===== src/rtl/mem_access_pkg.sv =====
// Shared types and constants for the byte-serial data-memory access unit.
package mem_access_pkg;

   typedef enum logic [1:0] {
      IDLE   = 2'd0,
      ACCESS = 2'd1,
      DONE   = 2'd2
   } state_t;

   localparam int WORD_BEATS = 4;
   localparam int BYTE_BEATS = 1;
   localparam int BEAT_W     = 2;

   // Lane n holds word bits [8n+7:8n]; the first word beat carries the top lane.
   localparam logic [1:0] LANE_LSB = 2'd0;
   localparam logic [1:0] LANE_MSB = 2'd3;

   function automatic logic [1:0] beat_to_lane(input logic size, input logic [1:0] beat);
      return size ? (LANE_MSB - beat) : LANE_LSB;
   endfunction

endpackage


===== src/rtl/mem_access_unit_lane.sv =====
// Big-endian lane steering: selects the store byte for a beat and merges a load byte into the word.
module mem_byte_lane
   import mem_access_pkg::*;
(
   input  logic        i_size,
   input  logic [1:0]  i_beat,
   input  logic [31:0] i_wdata,
   input  logic [7:0]  i_rbyte,
   input  logic [31:0] i_rword,
   output logic [7:0]  o_wbyte,
   output logic [31:0] o_rword
);

   logic [1:0] w_lane;

   assign w_lane = beat_to_lane(i_size, i_beat);

   // NOTE: every always_comb output gets a default first, so no path can infer a latch.
   always_comb begin
      o_rword                        = i_rword;
      o_rword[{w_lane, 3'b000} +: 8] = i_rbyte;
      o_wbyte                        = i_wdata[{w_lane, 3'b000} +: 8];
   end

endmodule


===== src/rtl/mem_access_unit.sv =====
// Serialises 32-bit/8-bit loads and stores onto an 8-bit RAM, stalling the pipeline meanwhile.
// Optional macro MEM_ALIGN_CHECK_EN rejects misaligned word requests without touching the RAM.
module mem_access_unit
   import mem_access_pkg::*;
#(
   parameter int ADDR_W = 8
) (
   input  logic              clk,
   input  logic              R,
   input  logic              req_valid,
   input  logic              req_rw,
   input  logic              req_size,
   input  logic [ADDR_W-1:0] req_addr,
   input  logic [31:0]       req_wdata,
   output logic              stall,
   output logic              rsp_valid,
   output logic [31:0]       rsp_rdata,
   output logic              err_misaligned,
   output logic              ram_en,
   output logic              ram_rw,
   output logic [ADDR_W-1:0] ram_addr,
   output logic [7:0]        ram_wdata,
   input  logic [7:0]        ram_rdata
);

   state_t              r_state, w_state_nxt;
   logic                r_rw, r_size;
   logic [ADDR_W-1:0]   r_addr;
   logic [31:0]         r_wdata, r_rdata;
   logic [BEAT_W-1:0]   r_beat;
   logic                w_accept, w_last_beat, w_misaligned;
   logic [7:0]          w_wbyte;
   logic [31:0]         w_rword;

   // Gated by R so stall stays low while reset is held, even with a request pending.
   assign w_accept    = R && (r_state == IDLE) && req_valid;
   assign w_last_beat = r_size ? (r_beat == BEAT_W'(WORD_BEATS - 1))
                               : (r_beat == BEAT_W'(BYTE_BEATS - 1));

`ifdef MEM_ALIGN_CHECK_EN
   logic r_err;

   assign w_misaligned   = req_size && (req_addr[1:0] != 2'b00);
   assign err_misaligned = (r_state == DONE) && r_err;

   always_ff @(posedge clk or negedge R) begin
      if (!R)            r_err <= 1'b0;
      else if (w_accept) r_err <= w_misaligned;
   end
`else
   assign w_misaligned   = 1'b0;
   assign err_misaligned = 1'b0;
`endif

   mem_byte_lane u_lane (
      .i_size  (r_size),
      .i_beat  (r_beat),
      .i_wdata (r_wdata),
      .i_rbyte (ram_rdata),
      .i_rword (r_rdata),
      .o_wbyte (w_wbyte),
      .o_rword (w_rword)
   );

   // NOTE: sequential state uses non-blocking assignments so all registers update from pre-edge values.
   always_ff @(posedge clk or negedge R) begin
      if (!R) r_state <= IDLE;
      else    r_state <= w_state_nxt;
   end

   always_ff @(posedge clk or negedge R) begin
      if (!R) begin
         r_rw    <= 1'b0;
         r_size  <= 1'b0;
         r_addr  <= '0;
         r_wdata <= '0;
         r_rdata <= '0;
         r_beat  <= '0;
      end else if (w_accept) begin
         r_rw    <= req_rw;
         r_size  <= req_size;
         r_addr  <= req_addr;
         r_wdata <= req_wdata;
         r_rdata <= '0;
         r_beat  <= '0;
      end else if (r_state == ACCESS) begin
         r_beat <= r_beat + 1'b1;
         if (!r_rw) r_rdata <= w_rword;
      end
   end

   always_comb begin
      w_state_nxt = r_state;
      stall       = 1'b0;
      rsp_valid   = 1'b0;
      rsp_rdata   = '0;
      ram_en      = 1'b0;
      ram_rw      = 1'b0;
      ram_addr    = '0;
      ram_wdata   = '0;
      case (r_state)
         IDLE: begin
            stall = w_accept;
            if (w_accept) w_state_nxt = w_misaligned ? DONE : ACCESS;
         end
         ACCESS: begin
            stall     = 1'b1;
            ram_en    = 1'b1;
            ram_rw    = r_rw;
            ram_addr  = r_addr + ADDR_W'(r_beat);
            ram_wdata = w_wbyte;
            if (w_last_beat) w_state_nxt = DONE;
         end
         DONE: begin
            rsp_valid   = 1'b1;
            rsp_rdata   = r_rdata;
            w_state_nxt = IDLE;
         end
         default: w_state_nxt = IDLE;
      endcase
   end

endmodule


===== config.mk =====
export PLATFORM = sky130hd
export DESIGN_NAME = mem_access_unit
export DESIGN_NICKNAME = d
export VERILOG_FILES = /design/src/rtl/mem_access_pkg.sv /design/src/rtl/mem_access_unit_lane.sv /design/src/rtl/mem_access_unit.sv
export SDC_FILE = /design/constraint.sdc
export NUM_CORES = 1
export LEC_CHECK = 0
export CAP_MARGIN = 5
export CORE_MARGIN = 1
export CORE_UTILIZATION = 25
export DETAILED_ROUTE_END_ITERATION = 16
export DONT_BUFFER_PORTS = 1
export PLACE_DENSITY_LB_ADDON = 0.12
export SYNTH_ARGS = -nofsm -noshare
export SYNTH_HDL_FRONTEND = slang
export SYNTH_SLANG_ARGS = --single-unit
export TNS_END_PERCENT = 20

===== constraint.sdc =====
create_clock -name clk -period 5.1 [get_ports clk]
set_input_delay 0.51 -clock clk [delete_from_list [all_inputs] [get_ports clk]]
set_output_delay 0.51 -clock clk [all_outputs]
set_load 0.05 [all_outputs]

Word-level counts from Yosys, hierarchy flattened
Cells that the tools add are included.
- output and inout bits: 53
- register bits after elaboration: 78
- logic and storage cells: 45
- bits in writable memories: 0
- input port bits: 53
- bits in latches: 0
- memories kept: 0
- bits in read-only memories: 0
- $lt $le $gt $ge: 0
- multiply operators: 0
- equal/unequal tests: 6
- $add $sub $neg: 4
- muxes and demuxes: 18
- reductions and logical operators: 7
- shift-type cells: 3
- div/mod/pow operators: 0
- bitwise logic cells: 0
- operators by type and width (kind ; number):
    32-bit two-way mux ; 4
    32-bit bitwise mux ; 1
    8-bit by 7-bit variable shift with 32-bit output, first input constant ; 1
    32-bit by 6-bit indexed part select with 8-bit output ; 1
    8-bit by 7-bit indexed part select with 32-bit output ; 1
    8-bit two-way mux ; 2
    2-bit two-way mux ; 5
    8-bit by 2-bit adder with 8-bit output ; 1
    5-bit negation with 7-bit output ; 1
    2-bit == test, second input constant ; 2
    2-bit zero test ; 2
    1-bit two-way mux ; 4
    2-bit inequality test, second input constant ; 2
    2-bit one-hot mux with 2 select lines ; 1
    2-bit AND reduction ; 2
    2-bit by 1-bit adder with 2-bit output, second input constant ; 1
    2-bit by 1-bit == test with 1-bit output, second input constant ; 1
    1-bit logical AND ; 2
    2-bit by 1-bit inequality test with 1-bit output, second input constant ; 1
    1-bit one-hot mux with 2 select lines ; 1
    2-bit nonzero test ; 1
    2-bit subtractor, first input constant ; 1

Logic depth before layout (Yosys ltp)
Gate-level depths: netlist of the first run.
- depth after elaboration: 8
- mapped depth: 10
- depth with buffers taken out: 6

Modules after synthesis
From an unflattened synthesis of the first run, not the netlist that was laid out.
- cells, all modules: 443
- area total of the unflattened synthesis: 4471.8 um^2
- modules (own cells, without submodules) (module ; cells each ; area each (um^2) ; times used ; sequential area each (um^2)):
    mem_access_unit ; 298 ; 3684.8 ; 1 ; 1951.9
    mem_byte_lane ; 145 ; 787.0 ; 1 ; 0.0

Least setup slack after synthesis of the first run
No wires, ideal clock.
- path kind: flip-flop to output port
- start: reg r_beat[1]
- end: out ram_wdata[0]
- path buffers: 2
- data required time: 4590 ps
- arrival time: 2188 ps
- cell stages (with the launch flop): 5
- setup slack: 2402 ps
- path through: dfrtp_1 nand2b_1 buf_2 buf_2 a311oi_1
- word-level cells in the longest chain between the ends: 4
- RTL lines (item ; RTL line ; RTL):
    start: declaration ; mem_access_unit.sv:30 ; logic [BEAT_W-1:0] r_beat;
    start signal: assignment ; mem_access_unit.sv:87 ; r_beat <= r_beat + 1'b1;
    2-bit subtractor ; mem_access_pkg.sv:19 ; return size ? (LANE_MSB - beat) : LANE_LSB;
    2-bit two-way mux ; mem_access_pkg.sv:19 ;
    32-bit by 6-bit indexed part select with 8-bit output ; mem_access_unit_lane.sv:22 ; o_wbyte = i_wdata[{w_lane, 3'b000} +: 8];
    8-bit two-way mux ; mem_access_unit.sv:101 ; case (r_state)
    end: declaration ; mem_access_unit.sv:22 ; output logic [7:0] ram_wdata,
No other way between the ends.

Worst setup path after layout of the first run
- start: reg r_beat[0]
- end: out ram_addr[7]
- word-level cells in the longest chain between the ends: 2
- RTL lines (item ; RTL line ; RTL):
    8-bit by 2-bit adder with 8-bit output ; mem_access_unit.sv:110 ; ram_addr = r_addr + ADDR_W'(r_beat);
    8-bit two-way mux ; mem_access_unit.sv:101 ;
    end: declaration ; mem_access_unit.sv:21 ; output logic [ADDR_W-1:0] ram_addr,
No other way between the ends.

==> metrics.sh, run 1 <==
WORST_IR_DROP_VDD_uV=255
ROUTE.DETAILED.WL_PER_INST_UM=17.2
ANTENNA_FOUND_INITIAL=0
GRT_FIRST_PASS_WIRELENGTH_MM=17.9
REMAINING_DRC_ERRORS=0
CRITICALPATHCATEGORY='reg2out'
GRT_OVERFLOW_TOTAL=0
PERIOD_NEEDED_PS=3510
MOST_COMMON_CELL_AFTER_LAYOUT_FILL_AND_TAPS_ASIDE='sky130_fd_sc_hd__nand2_1'
IO_PINS=106
FLOORPLAN.INITIALDENSITY_PCT=25.5
SYNTH_CELL_TYPE_COUNT=41
CTS_INSERTED_BUFFERS=9
SETUP_TOTAL_NEGATIVE_SLACK_PS=0
ROUTED-VIA-COUNT=3128
POWER-PER-CELL-AREA_mW_PER_MM2=613
STATIC-LEAKAGE-POWER_nW=2.00
CTS_ROOT_BUF='sky130_fd_sc_hd__clkbuf_16'
DESIGN.CORE.AREA_SQ_MM=0.0159
GRT_SETUP_UNREPAIRED='no'
CRIT_PATH_CELL_TRACE='ha_1 -> a21oi_1 -> or4_1 -> a21oi_1'
FINISH.NET_COUNT=505
DETAILEDROUTE.FIRSTITERATIONVIOLATIONS=172
CPMAXSTAGEDELAYCELL='sky130_fd_sc_hd__dfrtp_1'
FINISH.CELL_COUNT_WITHOUT_FILLERS=663
ANTENNA_VIOLATING_NETS_POST_ROUTE=0
DESIGN.DIE.AREA_SQ_MM=0.0167
GLOBALROUTETOTALUTIL_PCT=14.6
DIE_H_UM=129
DETAILED_PLACE_HPWL_MM=7.78
MAPPEDNETLISTAREA_SQ_MM=0.00405
N_ANTENNA_CELL=0
SYNTH-SEQ-CELLS=78
DIE_WIDTH_UM=129
CRITICAL_PATH_DATA_ARRIVAL_TIME_PS=3000
CRITICAL-PATH-TOP-CELL-BY-COUNT='sky130_fd_sc_hd__a21oi_1'
YOSYSSEQAREASHARE_PCT=48.1
ROUTED_WL_MM=11.4
MAPPED_NETS=519
AREA_GROWTH_SYN_TO_LAYOUT_PCT=12.1
LAYOUT_COMMON_CELLS='sky130_fd_sc_hd__nand2_1, sky130_fd_sc_hd__dfrtp_1, sky130_fd_sc_hd__and2_1'
SYNTH.AVG_CELL_AREA_SQ_UM=8.85
VIA_COUNT_OF_THE_FIRST_GLOBAL_ROUTING_PASS=3155
CLK_PIN_SLEW_WORST_PATHS_PS=60
CRITPATHLAUNCHTYPE='register'
NUMPORTBUFFERS=0
DETAILEDROUTE.FIRSTPASSITERATIONCOUNT=4
CORE.ROWCOUNT=46
CRIT_PATH_MAX_FANOUT=25
SYNTHESIS.INSTANCES=458
WORST_SLEW_PIN_SLEW_PS=1060
SLEW_HEADROOM_PCT=29.9
RUN_STATUS='completed'
CLOCKBUFFERDEPTH=2
YOSYSWARNINGS=0
GP_ROUTABILITY_CONGESTION=0.721
FMAX_MHz=285
TIMING.FINAL.SETUP_VIOLATIONS=0
CP.REQUIRED_PS=4590
CRIT_PATH_MAX_INCR_DELAY_PS=860
AVGVIACOUNTPERCELL=4.72
PERIOD_SHARE_PCT=68.7
CTS_TREE='built'
DRIVE_ABOVE_1_SHARE_PCT=8.28
H-TREE-DEPTH=3
POST-PLACE-CELLS=648
POST_CTS.RESIZED_INSTANCES=0
WORST_CLOCK_SKEW_PS=5.61
SYNTH_TOP_CELLS_BY_AREA='sky130_fd_sc_hd__dfrtp_1, sky130_fd_sc_hd__nand2_1, sky130_fd_sc_hd__and2_1, sky130_fd_sc_hd__o2bb2ai_1, sky130_fd_sc_hd__o21ai_1'
SLEW_VIOLATIONS=0
END_KIND='output port'
FINALHOLDVIOLATIONS=0
SYNTH_TOP_AREA_SHARE_PCT=48.1
PIN_COUNT_OF_THE_BIGGEST_NET_ENTERING_GLOBAL_ROUTING=79
CLK-INSERTION-DELAY-LATE_PS=340
CAP_VIOL_MAX_COUNT=0
WORSTHOLDPATHTYPE='in2async'
TRITONCTS_NUM_SINKS=78
SYNTH.LARGEST_AREA_CELL='sky130_fd_sc_hd__dfrtp_1'
## sequential cells by signal (all words and copies together), names as in the netlist
name	cells
r_wdata	32
r_rw	1
r_beat	2
r_rdata	32
r_size	1
r_addr	8
r_state	2
## per-stage QoR
step | area [sq um] | setup slack (ps) | power [mW] | utilization [%] | hold WS [ps]
floorplan | 4050 | 2400 | 1.94 | - | 214
global placement | 4240 | 1980 | 2.18 | 26.7 | 217
detailed placement | 4240 | 1930 | 2.20 | 26.7 | 217
CTS | 4540 | 1570 | 2.84 | 28.6 | 89.1
global route | 4540 | 1460 | 3.02 | 28.6 | 68.0
finish | 4540 | 1590 | 2.78 | 28.6 | 49.5
## worst max-delay path: cells and delay by family, from the launching register on
kind | cells | cell delay [ps]
AOI/OAI and AO/OA | 2 | 990
DFF | 1 | 860
and+or+nand+nor | 1 | 490
adders and majority gates | 1 | 320
## logic make-up (layout without fill, tap and decap cells)
kind of cell | Yosys count | in the layout | share of synthesized area, %
xor gates and xnor gates | 2 | 2 | 0.432
DFF | 78 | 78 | 48.1
buffers and inverters | 38 | 27 | 5.43
other | 1 | 1 | 0.0925
muxes | 1 | 1 | 0.247
adders and majority gates | 8 | 8 | 2.65
and+or+nand+nor | 236 | 236 | 28.4
AOI/OAI and AO/OA | 94 | 94 | 14.6
## layout make-up
cell class,instances,area [sq um]
fillers,1733,11300
flip-flops and latches,78,1950
multi-input cells,342,1950
clock buffers,13,270
well taps,216,270
repair buffers,7,72.6
inverters,6,22.5
clock inverters,1,5.00
## Yosys cell counts (all sizes together)
| cell | number |
|---|---|
| and2 | 35 |
| nor2 | 6 |
| or4 | 2 |
| and2b | 1 |
| xor2 | 1 |
| o31ai | 2 |
| o2bb2ai | 16 |
| nand3 | 2 |
| or3 | 2 |
| fa | 1 |
| nand2b | 3 |
| conb | 1 |
| nor4bb | 3 |
| buf | 28 |
| a311oi | 8 |
| xnor2 | 1 |
| nor2b | 9 |
| nand4 | 19 |
| ha | 7 |
| dfrtp | 78 |
| a21bo | 1 |
| nand4bb | 1 |
| nand2 | 149 |
| inv | 5 |
| a21oi | 23 |
| or3b | 2 |
| clkbuf | 4 |
| a21boi | 1 |
| clkinv | 1 |
| a211oi | 8 |
| nor3b | 2 |
| mux2i | 1 |
| o21ai | 35 |
## power breakdown
part / internal [mW] / leakage, nW / total [mW] / switching, mW
sequential: 0.844 / 1.02 / 1.04 / 0.193
combinational: 0.309 / 0.846 / 1.14 / 0.833
clock: 0.363 / 0.138 / 0.605 / 0.242
## path summary, 6_finish.rpt
check | from | slack, ps | depth (start not counted) | endpoint
min | R | 50 | 1 | r_rdata[10]
max reg2reg | r_beat[0] | 2090 | 7 | r_rdata[10]
min reg2reg | r_wdata[26] | 470 | 2 | r_wdata[26]
max in group asynchronous | R | 4680 | 1 | r_rdata[1]
min in group clk | req_wdata[5] | 270 | 2 | r_wdata[5]
max | r_beat[0] | 1590 | 4 | ram_addr[7]
## what timing repair did
item / in CTS / in global routing
hold endpoints to repair: 78 / 0
buffers inserted: 0 / 0
hold buffers: 1 / 0
## layer usage
layer / track usage, % / wire length [um] / up-vias
met1: 18.1 / 4900 / 1488
li1: - / - / 1531
met2: 22.8 / 5350 / 97
met5: 0 / 0 / -
met3: 5.90 / 968 / 12
met4: 5.19 / 187 / 0
Power figures use the tool's default switching activity.
==> run 2: changes to the inputs <==
Clock period 5.1 ns to 3.55 ns, I/O delays scaled along.
==> metrics.sh, run 2 (synthesized netlist as in run 1, its figures left out) <==
ROUTED-VIA-COUNT=3197
GLOBALROUTETOTALUTIL_PCT=14.8
WORSTREG2REGEND='r_rdata[13]'
DESIGN.CORE.AREA_SQ_MM=0.0159
VIA_COUNT_OF_THE_FIRST_GLOBAL_ROUTING_PASS=3306
GRT_OVERFLOW_TOTAL=0
LAYOUT_COMMON_CELLS='sky130_fd_sc_hd__nand2_1, sky130_fd_sc_hd__dfrtp_1, sky130_fd_sc_hd__and2_1'
POWER-PER-CELL-AREA_mW_PER_MM2=900
WORSTHOLDPATHTYPE='in2reg'
REMAINING_DRC_ERRORS=0
FINISH.NET_COUNT=523
HOLD_PATH_DEPTH=2
REG2REG_SLACK_PS=1050
CTS_ROOT_BUF='sky130_fd_sc_hd__clkbuf_16'
FMAX_MHz=380
CLOCKBUFFERDEPTH=2
SLEW_VIOLATIONS=0
TOP_REGS='r_rdata x32, r_wdata x32, r_addr x8'
AREA_GROWTH_SYN_TO_LAYOUT_PCT=16.7
FINAL_CORE_UTIL_PCT=29.8
GP_ROUTABILITY_CONGESTION=0.759
H-TREE-DEPTH=3
DIE_H_UM=129
WORST_IR_DROP_VDD_uV=473
SETUP_FIX_BUFFERS_ADDED_AFTER_CLOCK_TREE_SYNTHESIS=0
AVGVIACOUNTPERCELL=4.68
STATIC-LEAKAGE-POWER_nW=2.12
CORE.ROWCOUNT=46
CRITICAL_PATH_DATA_ARRIVAL_TIME_PS=2280
ANTENNA_FOUND_INITIAL=0
TOTALPOWERFINAL_mW=4.26
TRITONCTS_NUM_SINKS=78
FILLCELLCOUNT=1705
WORST_SLEW_PIN_SLEW_PS=832
CTS_TREE='built'
CP.REQUIRED_PS=3190
FINALHOLDVIOLATIONS=0
CLK_PIN_SLEW_WORST_PATHS_PS=60
ROUTED_WL_MM=11.7
NUMPORTBUFFERS=0
RUN_STATUS='completed'
WORST_CLOCK_SKEW_PS=4.19
TIMING.HOLD.WORST_ENDPOINT='r_wdata[11]'
CAP_VIOL_MAX_COUNT=0
DETAILED_PLACE_HPWL_MM=8.09
DESIGN.DIE.AREA_SQ_MM=0.0167
CTS_INSERTED_BUFFERS=9
HP-START='req_wdata[11]'
CRITPATHLAUNCHTYPE='register'
DIE_WIDTH_UM=129
SETUP_TOTAL_NEGATIVE_SLACK_PS=0
SLEW_HEADROOM_PCT=44.5
END_KIND='output port'
POST_CTS.RESIZED_INSTANCES=0
DETAILEDROUTE.FIRSTITERATIONVIOLATIONS=167
ROUTE.DETAILED.WL_PER_INST_UM=17.1
GRT_SETUP_UNREPAIRED='no'
DETAILEDROUTE.FIRSTPASSITERATIONCOUNT=4
PIN_COUNT_OF_THE_BIGGEST_NET_ENTERING_GLOBAL_ROUTING=79
SETUP_SLACK_PS=915
N_ANTENNA_CELL=0
MOST_COMMON_CELL_AFTER_LAYOUT_FILL_AND_TAPS_ASIDE='sky130_fd_sc_hd__nand2_1'
ANTENNA_VIOLATING_NETS_POST_ROUTE=0
GRT_FIRST_PASS_WIRELENGTH_MM=18.4
PERIOD_NEEDED_PS=2640
WORST_R2R_STARTPOINT='r_size'
NUMBER_OF_CELLS_ON_THE_WORST_REG_TO_REG_PATH=7
FLOORPLAN.INITIALDENSITY_PCT=25.5
POST-PLACE-WS_PS=1030
CRIT_PATH_MAX_FANOUT=19
CLK-INSERTION-DELAY-LATE_PS=340
CRITICALPATHCATEGORY='reg2out'
TIMING.FINAL.SETUP_VIOLATIONS=0
DRIVE_ABOVE_1_SHARE_PCT=12.2
IO_PINS=106
PERIOD_SHARE_PCT=74.2
## run 2: report_power, final
group	total [mW]	leakage, nW	internal [mW]	switching (mW)
sequential	1.46	1.02	1.21	0.243
combinational	1.80	0.939	0.543	1.26
clock	1.00	0.163	0.633	0.369
total	4.26	2.12	2.39	1.87
## run 2: area by class of cell
class	count	area [sq um]	share of cell area, %
multi-input cells	342	1950	41.3
flip-flops and latches	78	1950	41.3
clock inverters	6	83.8	1.77
clock buffers	10	239	5.05
repair buffers	25	210	4.44
inverters	6	22.5	0.476
well taps	216	270	5.71
## run 2: metal layers
layer | vias to the layer above | track usage [%] | part of all wire (%)
met1 | 1523 | 18.6 | 45
met5 | - | 0 | 0
met2 | 92 | 23.7 | 47
li1 | 1568 | - | -
met4 | 0 | 5.81 | 1.6
met3 | 14 | 4.50 | 7.1
## run 2: worst max-delay path by stage
stage | from | endpoint | slack (ps)
6_report | r_state[1] | ram_addr[0] | 910
5_1_grt | r_size | ram_wdata[7] | 790
4_1_cts | r_state[1] | ram_addr[0] | 880
3_5_place_dp | r_size | r_rdata[13] | 1030
3_3_place_gp | r_beat[1] | r_rdata[29] | 1140
2_1_floorplan | r_beat[1] | ram_wdata[0] | 1010
## run 2: per-stage QoR
step / hold WS (ps) / cells / cell area (sq um)
global placement: 62.5 / 665 / 4370
CTS: 99.5 / 683 / 4730
floorplan: 59.4 / 458 / 4050
global route: 111 / 683 / 4730
finish: 115 / 683 / 4730
detailed placement: 62.3 / 665 / 4370
## run 2: repair_timing
action	CTS	global route
setup endpoints to repair	0	0
hold endpoints to repair	78	0
hold buffers	2	0
## run 2: worst max-delay path: stages (launching register included)
cell and delay (ps):
sky130_fd_sc_hd__dfrtp_1 500, sky130_fd_sc_hd__nand2b_1 200, sky130_fd_sc_hd__buf_4 220, sky130_fd_sc_hd__inv_1 460, sky130_fd_sc_hd__and2_1 550
==> run 3: changes to the inputs <==
Clock period 3.55 ns to 2.64 ns, I/O delays scaled along.
==> metrics.sh, run 3 (synthesized netlist as in run 1, its figures left out) <==
RUN_STATUS='completed'
TIMING.FINAL.SETUP_VIOLATIONS=0
CRITICALPATHCATEGORY='reg2out'
CAP_VIOL_MAX_COUNT=0
ROUTED-VIA-COUNT=3337
DRIVE_ABOVE_1_SHARE_PCT=18.3
CTS_INSERTED_BUFFERS=9
ROUTED_WL_MM=11.7
TRITONCTS_NUM_SINKS=78
GP_ROUTABILITY_CONGESTION=0.768
WORST_IR_DROP_VDD_uV=476
END_KIND='output port'
CRIT_PATH_CELL_TRACE='ha_1 -> a21oi_1 -> or4_1 -> a21oi_1 -> buf_4'
FINISH.NET_COUNT=559
CTS-HOLD-FIX-BUFFERS=2
AVGVIACOUNTPERCELL=4.64
SLEW_VIOLATIONS=0
NUMPORTBUFFERS=0
MOST_COMMON_CELL_AFTER_LAYOUT_FILL_AND_TAPS_ASIDE='sky130_fd_sc_hd__nand2_1'
STATIC-LEAKAGE-POWER_nW=2.30
CLK_PIN_SLEW_WORST_PATHS_PS=60
GLOBALROUTETOTALUTIL_PCT=15.0
VIA_COUNT_OF_THE_FIRST_GLOBAL_ROUTING_PASS=3471
POWER.CLOCK.FRACTION_PCT=22.2
DETAILEDROUTE.FIRSTITERATIONVIOLATIONS=138
SLEW_HEADROOM_PCT=54.1
PLACED_INST_AREA_SQ_MM=0.00464
DETAILED_PLACE_HPWL_MM=8.13
POWER-PER-CELL-AREA_mW_PER_MM2=1150
H-TREE-DEPTH=3
SHARE_SEQ_OF_TOTAL_POWER_PCT=34.5
COMB_POWER_SHARE_PCT=43.3
FILLCELLCOUNT=1725
DIE_H_UM=129
PIN_COUNT_OF_THE_BIGGEST_NET_ENTERING_GLOBAL_ROUTING=79
PERIOD_SHARE_PCT=91.6
DETAILEDROUTE.FIRSTPASSITERATIONCOUNT=4
SETUP_SLACK_PS=223
FLOORPLAN.INITIALDENSITY_PCT=25.5
TOP_REGS='r_rdata x32, r_wdata x32, r_addr x8'
POST-PLACE-CELLS=701
FMAX_MHz=414
SETUP_TOTAL_NEGATIVE_SLACK_PS=0
PERIOD_NEEDED_PS=2420
WORST_R2R_STARTPOINT='r_beat[1]'
CPMAXSTAGEDELAYCELL='sky130_fd_sc_hd__dfrtp_1'
GRT_SETUP_UNREPAIRED='no'
POST_CTS.RESIZED_INSTANCES=0
CP.REQUIRED_PS=2380
LAYOUT_COMMON_CELLS='sky130_fd_sc_hd__nand2_1, sky130_fd_sc_hd__dfrtp_1, sky130_fd_sc_hd__buf_4'
GRT_OVERFLOW_TOTAL=0
AREA_GROWTH_SYN_TO_LAYOUT_PCT=22.8
DIE_WIDTH_UM=129
GRT_FIRST_PASS_WIRELENGTH_MM=18.8
SWITCHING_POWER_mW=2.52
CRITICAL-PATH-TOP-CELL-BY-COUNT='sky130_fd_sc_hd__a21oi_1'
WORST_CLOCK_SKEW_PS=3.28
SETUP_FIX_BUFFERS_ADDED_AFTER_CLOCK_TREE_SYNTHESIS=0
CRIT_PATH_MAX_INCR_DELAY_PS=510
ANTENNA_VIOLATING_NETS_POST_ROUTE=0
WORSTSETUPSTARTPOINT='r_beat[1]'
CRITPATHLAUNCHTYPE='register'
FINISH.CELL_COUNT_WITHOUT_FILLERS=719
FINAL_CELL_AREA_SQ_MM=0.00498
WORSTREG2REGEND='r_rdata[30]'
DESIGN.DIE.AREA_SQ_MM=0.0167
ROUTE.DETAILED.WL_PER_INST_UM=16.3
DESIGN.CORE.AREA_SQ_MM=0.0159
IO_PINS=106
CLK-INSERTION-DELAY-LATE_PS=340
CLOCKBUFFERDEPTH=2
POST-PLACE-WS_PS=476
TOTALPOWERFINAL_mW=5.71
CTS_TREE='built'
N_ANTENNA_CELL=0
WORST_SLEW_PIN_SLEW_PS=687
ANTENNA_FOUND_INITIAL=0
CRIT_PATH_MAX_FANOUT=10
FINALHOLDVIOLATIONS=0
WORSTHOLDPATHTYPE='in2reg'
CRIT_END='ram_addr[7]'
NUMBER_OF_CELLS_ON_THE_WORST_REG_TO_REG_PATH=6
CRITICAL_PATH.N_BUFFERS_INVERTERS=1
TIMING.HOLD.WS_PS=25.2
CP.DEPTH=5
CRITPATHTOPFAMILY='flip-flops'
REMAINING_DRC_ERRORS=0
FINAL_CORE_UTIL_PCT=31.3
CRITICAL_PATH_DATA_ARRIVAL_TIME_PS=2150
CORE.ROWCOUNT=46
CTS_ROOT_BUF='sky130_fd_sc_hd__clkbuf_16'
REG2REG_SLACK_PS=470
NETSWITCHINGFRACTION_PCT=44.1
P_INT_mW=3.20
==> run 3: worst min path at each step <==
stage | from | end | slack, ps | cells past startpoint
6_report | req_wdata[3] | r_wdata[3] | 30 | 2
5_1_grt | req_wdata[11] | r_wdata[11] | 20 | 2
4_1_cts | req_wdata[30] | r_wdata[30] | 10 | 2
3_5_place_dp | R | r_rdata[15] | -30 | 0
3_3_place_gp | R | r_rdata[15] | -30 | 0
2_1_floorplan | R | r_addr[0] | -30 | 0
==> run 3: final cells by class <==
type / instances / area [sq um] / share of cell area, %
multi-input combinational: 342 / 1950 / 39.2
tap: 216 / 270 / 5.43
clock inverter: 4 / 45.0 / 0.905
clock buffer: 12 / 256 / 5.15
inverter: 6 / 22.5 / 0.452
sequential: 78 / 1950 / 39.2
timing repair buffer: 61 / 480 / 9.65
==> run 3: metal layers <==
metal  share of wire, %  global-route usage, %  wire length [um]
met2                 47                   25.0              5570
met5                  0                      0                 0
met1                 42                   17.4              4950
met4                1.3                   4.78               148
met3                9.1                   6.28              1070
==> run 3: power by group through the flow <==
stage,clock [mW],sequential [mW],combinational (mW)
after floorplan,0,1.87,1.88
after global placement,0,1.98,2.46
after detailed placement,0,2.00,2.49
after CTS,1.31,1.98,2.53
after global routing,1.36,2.04,2.76
final,1.27,1.97,2.47
